**src/rtl/instruction_fetch.sv**
```systemverilog
`default_nettype none
// ============================================================================
// Module   : instruction_fetch
// Brief    : IDLE/RUN/HALT fetch unit with a loadable 16-bit instruction memory
//            that feeds a decoder one registered word per cycle.
// Revision : 1.0 - initial release
// ============================================================================
module instruction_fetch #(
  parameter int          DEPTH    = 256,
  parameter int          ADDR_W   = 8,
  parameter logic [15:0] RESET_PC = 16'h0000
) (
  input  logic              clock,
  input  logic              reset,
  input  logic              start,
  input  logic              stall,
  input  logic              redirect_valid,
  input  logic [15:0]       redirect_pc,
  input  logic              load_en,
  input  logic [ADDR_W-1:0] load_addr,
  input  logic [15:0]       load_data,
  output logic [15:0]       pc,
  output logic [15:0]       instruction,
  output logic [15:0]       instr_pc,
  output logic              instr_valid,
  output logic              halted
);

  typedef enum logic [1:0] {
    S_IDLE = 2'd0,
    S_RUN  = 2'd1,
    S_HALT = 2'd2
  } state_t;

  localparam logic [3:0] C_OP_HALT = 4'hF;

  state_t      r_state, w_state_nxt;
  logic [15:0] r_pc, w_pc_nxt;
  logic [15:0] r_instr, w_instr_nxt;
  logic [15:0] r_ipc, w_ipc_nxt;
  logic        r_valid, w_valid_nxt;
  logic [15:0] r_mem [DEPTH];
  logic [15:0] w_rdata;

  // Index is the low pc bits, so addresses past DEPTH alias back into memory.
  assign w_rdata = r_mem[r_pc[ADDR_W-1:0]];

  // Memory has no reset so a loaded program survives a reset.
  always_ff @(posedge clock) begin
    if (r_state == S_IDLE && load_en) begin
      r_mem[load_addr] <= load_data;
    end
  end

  always_ff @(posedge clock or posedge reset) begin
    if (reset) begin
      r_state <= S_IDLE;
      r_pc    <= RESET_PC;
      r_instr <= 16'h0000;
      r_ipc   <= RESET_PC;
      r_valid <= 1'b0;
    end else begin
      r_state <= w_state_nxt;
      r_pc    <= w_pc_nxt;
      r_instr <= w_instr_nxt;
      r_ipc   <= w_ipc_nxt;
      r_valid <= w_valid_nxt;
    end
  end

  always_comb begin
    w_state_nxt = r_state;
    w_pc_nxt    = r_pc;
    w_instr_nxt = r_instr;
    w_ipc_nxt   = r_ipc;
    w_valid_nxt = r_valid;
    case (r_state)
      S_IDLE: begin
        w_valid_nxt = 1'b0;
        if (start) begin
          w_state_nxt = S_RUN;
        end
      end
      S_RUN: begin
        // A redirect discards this cycle's fetch even when stalled.
        if (redirect_valid) begin
          w_pc_nxt    = redirect_pc;
          w_valid_nxt = 1'b0;
        end else if (!stall) begin
          w_instr_nxt = w_rdata;
          w_ipc_nxt   = r_pc;
          w_valid_nxt = 1'b1;
          if (w_rdata[15:12] == C_OP_HALT) begin
            w_state_nxt = S_HALT;
          end else begin
            w_pc_nxt = r_pc + 16'd1;
          end
        end
      end
      S_HALT: begin
        w_valid_nxt = 1'b0;
      end
      default: begin
        w_state_nxt = S_IDLE;
      end
    endcase
  end

  assign pc          = r_pc;
  assign instruction = r_instr;
  assign instr_pc    = r_ipc;
  assign instr_valid = r_valid;
  assign halted      = (r_state == S_HALT);

endmodule
`default_nettype wire
```
**config.mk**
```make
export PLATFORM = sky130hd
export DESIGN_NAME = instruction_fetch
export DESIGN_NICKNAME = d
export VERILOG_FILES = /design/src/rtl/instruction_fetch.sv
export SDC_FILE = /design/constraint.sdc
export NUM_CORES = 2
export LEC_CHECK = 0
export BUFFER_PORTS_ARGS = -buffer_cell sky130_fd_sc_hd__buf_2
export CORE_ASPECT_RATIO = 1.4
export CORE_MARGIN = 3
export CORE_UTILIZATION = 40
export CTS_CLUSTER_SIZE = 40
export DETAILED_ROUTE_END_ITERATION = 10
export GPL_TIMING_DRIVEN = 1
export SLEW_MARGIN = 20
export SYNTH_ARGS = -nofsm -noshare
export SYNTH_HDL_FRONTEND = slang
export SYNTH_SLANG_ARGS = --single-unit
```
**constraint.sdc**
```tcl
create_clock -name clock -period 4 [get_ports clock]
set_input_delay 0.4 -clock clock [delete_from_list [all_inputs] [get_ports clock]]
set_output_delay 0.4 -clock clock [all_outputs]
set_load 0.03 [all_outputs]
```
* Yosys cells after proc, flatten, opt, wreduce, memory -nomap -nowiden
Memories as Yosys holds them, arrays and structs flattened. Cells that the tools add are included.
Storage, ports and cells: register bits 51, bits in writable memories 4096, output and inout bits 50, logic and storage cells 41, memories kept 1
Cells by class: add/sub/neg operators 1, equal/unequal tests 10, multiplexer cells 13, bitwise logic cells 3, reduce and logical (&&, ||, !) cells 8
Memories:
- r_mem | words 256, bits a word 16, rd ports 1, clocked after Yosys merged registers in 0, wr ports 1, RTL line 42 | logic [15:0] r_mem [DEPTH];
Operators with widths (count):
- $mux 16 | 3
- $add 16x1->16 const B | 1
- $ne 2x2->1 const B | 5
- $mux 2 | 4
- $pmux 2 s3 | 1
- $reduce_and 3->1 | 2
- $reduce_and 5->1 | 1
- $eq 4x4->1 const B | 1
- $mux 1 | 4
- $ne 3x3->1 const B | 1
- $not 1->1 | 3
- $eq 2x1->1 const B | 1
- $eq 2x2->1 const B | 1
- $logic_not 2->1 | 1
- $ne 2x1->1 const B | 1
- $pmux 1 s2 | 1
- $reduce_and 2->1 | 1
- $reduce_bool 2->1 | 1
- $reduce_or 2->1 | 1
- $logic_and 1x1->1 | 1

* Longest topological paths before layout
An unclocked memory read counts as a cell.
depth after elaboration 6, gate-level depth with buffers 16

* Least setup slack after synthesis
OpenSTA, ideal clock, no wires.
path type register to register, start point reg r_pc[0], in the netlist pc[0], end point reg r_instr[0], in the netlist instruction[0], library setup time 0.117 ns, data arrival time 4.033 ns, slack -0.150 ns, cell stages (with the launch flop) 14, path buffers 7, period minus slack after synthesis 4.150 ns, path through dfrtp_1 > buf_6 > buf_6 > buf_6 > buf_6 > buf_6 > buf_6 > buf_1 > mux4_2 > mux4_2 > mux4_2 > mux4_2 > nand2_1 > nand2_1
Between the ends: cells in the longest elaborated chain, start to end 1
Ends and longest elaborated chain:
- start: declaration | RTL line 38 | logic [15:0] r_pc, w_pc_nxt;
- start signal: assignment | RTL line 64 | r_pc <= w_pc_nxt;
- $mem_v2 256x16
- end signal: assignment | RTL line 65 | r_instr <= w_instr_nxt;
- end: declaration | RTL line 39 | logic [15:0] r_instr, w_instr_nxt;
Every way passes these cells. A chain may end at the register's enable or synchronous reset.

* Final worst setup path
start point reg r_pc[0], in the netlist pc[0], end point reg r_pc[3], in the netlist pc[3]
Between the ends: cells in the longest elaborated chain, start to end 4, elaborated cells on any way between the ends 8
Ends and longest elaborated chain:
- $mem_v2 256x16 / $add 16x1->16 (equally long branches)
- $eq 4x4->1 / $mux 16 (equally long branches) | RTL line 93 | if (w_rdata[15:12] == C_OP_HALT) begin
- $ne 2x2->1 (no source line) / $mux 16 (equally long branches)
- $reduce_and 3->1 (no source line) / $mux 16 (equally long branches)
Parallel ways exist; a longest one is shown, timed or not. The select of a mux whose other input is x is not followed.

==> impl_metrics.yaml <==
outcome:
  outcome: "complete, but fails checks"
  violations: "setup timing"
die:
  die-area_sq_um: 406000
  rows: 273
  coreArea_sq_um: 396000
  die_w_um: 540
  die_y_um: 753
  num_io_pins: 96
  start_util: 0.403
cts:
  clkLatencyLatePin_ns: 0.96
  cts_tree: "yes"
  cts_made_buffers: 374
  cts.clk_slew.worst_paths_ns: 0.07
  cts.sinks: 4147
  cts-root-buf: "clkbuf_16"
  htreeDepth: 5
  clock_path_buffers: 4
place:
  placed_cells: 12400
  gp_congestion: 0.939
  io_buffer_count: 95
  dp_hpwl_um: 284000
  dp_worst_setup_slack_ns: -0.378
layout:
  final_common_cell: "edfxtp_1"
  area_growth_pct: 16.3
  drive_gt1_frac: 0.351
  stdcell_count: 13200
  final_cell_mix: "edfxtp_1, mux4_2, buf_4, clkbuf_16, nor2_1"
  nets: 7648
timing:
  drv_slew: 0
  worst_pin_slew_ns: 1.23
  timing.final.ws_setup_ns: -0.0565
  hold_viol: 0
  timing.slew.headroom: 0.182
  grt_setup_unrepaired: "true"
  min_period_ns: 4.06
  skew_ns: 0.0587
  fmax_mhz: 247
  period_share: 1.01
  setup_viol: 5
  hold-worst-slack_ns: 0.0575
synthesis:
  synth-edff-count: 4096
  synth.top_cell.area_share: 0.771
  synth.distinct_cells: 62
  synth_fp_nets: 6775
  seq_area_frac_synth: 0.779
  netlist_area_sq_um: 159000
  yosys.area.top_type: "edfxtp_1"
  ys_ff_latch: 4147
  synth_flop_cell: "edfxtp_1"
  netlist_instances: 6728
  synthTopCellsByArea: "edfxtp_1, mux4_2, dfrtp_1"
  syn_area_per_cell_sq_um: 23.7
  synthArstFlopShare: 0.0123
  ys_warn_count: 0
power_and_ir_drop:
  peakVddDrop_uv: 473
  p_per_area_nw_per_um2: 684
  p_leak_uw: 0.0584
hold_path:
  hold_class: "in -> reg"
critical_path:
  cp_data_arrival_time_ns: 4.88
  cp_data_required_time_ns: 4.83
  worstSetupEndpointType: "flop"
  critical_path_class: "reg -> reg"
  reg2reg_slack_ns: -0.06
  crit_fanout: 10
  worst_setup_path_start_kind: "flop"
global_route:
  antenna_found_initial: 50
  grt_use_total: 0.221
  grt_max_degree: 142
  grt-ovfl-total: 0
  grt_pass1_wl_um: 632000
  grt_pass1_vias: 78700
drt:
  vias: 77600
  drc: 0
  firstDrtPassIters: 6
  routed_wl_um: 456000
  wire_per_inst_um: 34.7
  avgViaCountPerCell: 5.90
  antenna_left: 0
  drtIter0Drc: 10100
flow_run:
  maxCapViolCount: 0
==> cell usage after synthesis (all sizes together), types with 6 or more instances <==
library cell,instances
mux2i,78
and2,6
nor2b,24
clkbuf,174
nand4,12
o221ai,10
mux4,1253
mux2,23
nand3,59
o22ai,22
nor4,9
a31oi,12
and3,9
dfrtp,51
nor3,15
a221oi,7
nand2,188
a211oi,14
buf,208
nor2,294
nand2b,8
inv,8
o21ai,37
a21oi,23
edfxtp,4096
a22oi,17
==> power breakdown <==
part	internal, uW	switching (uW)	total [uW]
combinational	18800	22600	41400
clock	20800	16100	36900
sequential	48000	613	48600
total	87600	39300	127000
==> worst paths after layout <==
check | start | endpoint | cells after the start
worst max-delay path | pc[0] | pc[3] | 14
worst min-delay path | load_data[2] | r_mem[230][2] | 1
worst max register to register | pc[0] | pc[3] | 14
worst min register to register | instr_pc[10] | instr_pc[10] | 2
max in group asynchronous | reset | pc[0] | 4
min in group asynchronous | reset | instruction[4] | 3
==> cell type report <==
class	instances	area (sq um)
fill	31800	210000
sequential	4147	124000
multi-input combinational	2190	33700
clock buffer	446	9720
timing repair buffer	879	8460
tap	5225	6540
clock inverter	233	2680
antenna	25	62.6
inverter	9	43.8
==> critical path, stage by stage (launching register included) <==
cell and delay (ns):
dfrtp_4 0.56, buf_12 0.20, buf_12 0.16, buf_8 0.13
mux4_2 0.33, mux4_2 0.31, mux2i_2 0.10, o211ai_1 0.62
a32oi_1 0.12, buf_4 0.19, nor4_4 0.55, buf_4 0.24
buf_12 0.10, mux2i_1 0.19, nand3_1 0.10
==> registers in the layout, summed over array words and instances (netlist names) <==
register,count
r_state,2
instruction,16
pc,16
instr_pc,16
r_mem,4096
instr_valid,1
==> layer usage <==
layer	GRT usage	vias up	part of all wire
li1	-	30600	-
met1	0.281	42300	0.36
met2	0.367	3789	0.50
met3	0.0463	856	0.086
met4	0.0962	40	0.051
met5	0	-	0.00061
==> cell families after synthesis <==
kind of cell | count (synthesis) | synth area share
flops | 4147 | 0.779
fa+ha+maj | 1 | 0.0000785
simple gates | 640 | 0.0170
buf+inv | 391 | 0.0115
mux | 1354 | 0.183
compound gates | 195 | 0.00857
==> through the flow <==
| stage | util | cell area (sq um) | setup TNS, ns | power (uW) |
|---|---|---|---|---|
| 2_1_floorplan | - | 160000 | 0 | 71500 |
| 3_3_place_gp | 0.435 | 172000 | -3.77 | 89800 |
| 3_5_place_dp | 0.435 | 172000 | -3.47 | 89900 |
| 4_1_cts | 0.467 | 185000 | 0 | 127000 |
| 5_1_grt | 0.468 | 185000 | -0.0586 | 130000 |
| 6_report | 0.469 | 186000 | -0.128 | 127000 |
==> repair_timing <==
action | CTS | global route
resized for setup | 19 | 47
buffers inserted | 10 | 19
hold endpoints to repair | 200 | 0
pin swaps | 1 | 9
cloned | 0 | 8
endpoints found under the setup margin | 18 | 18
hold buffers | 18 | 0
Power figures use the tool's default switching activity.
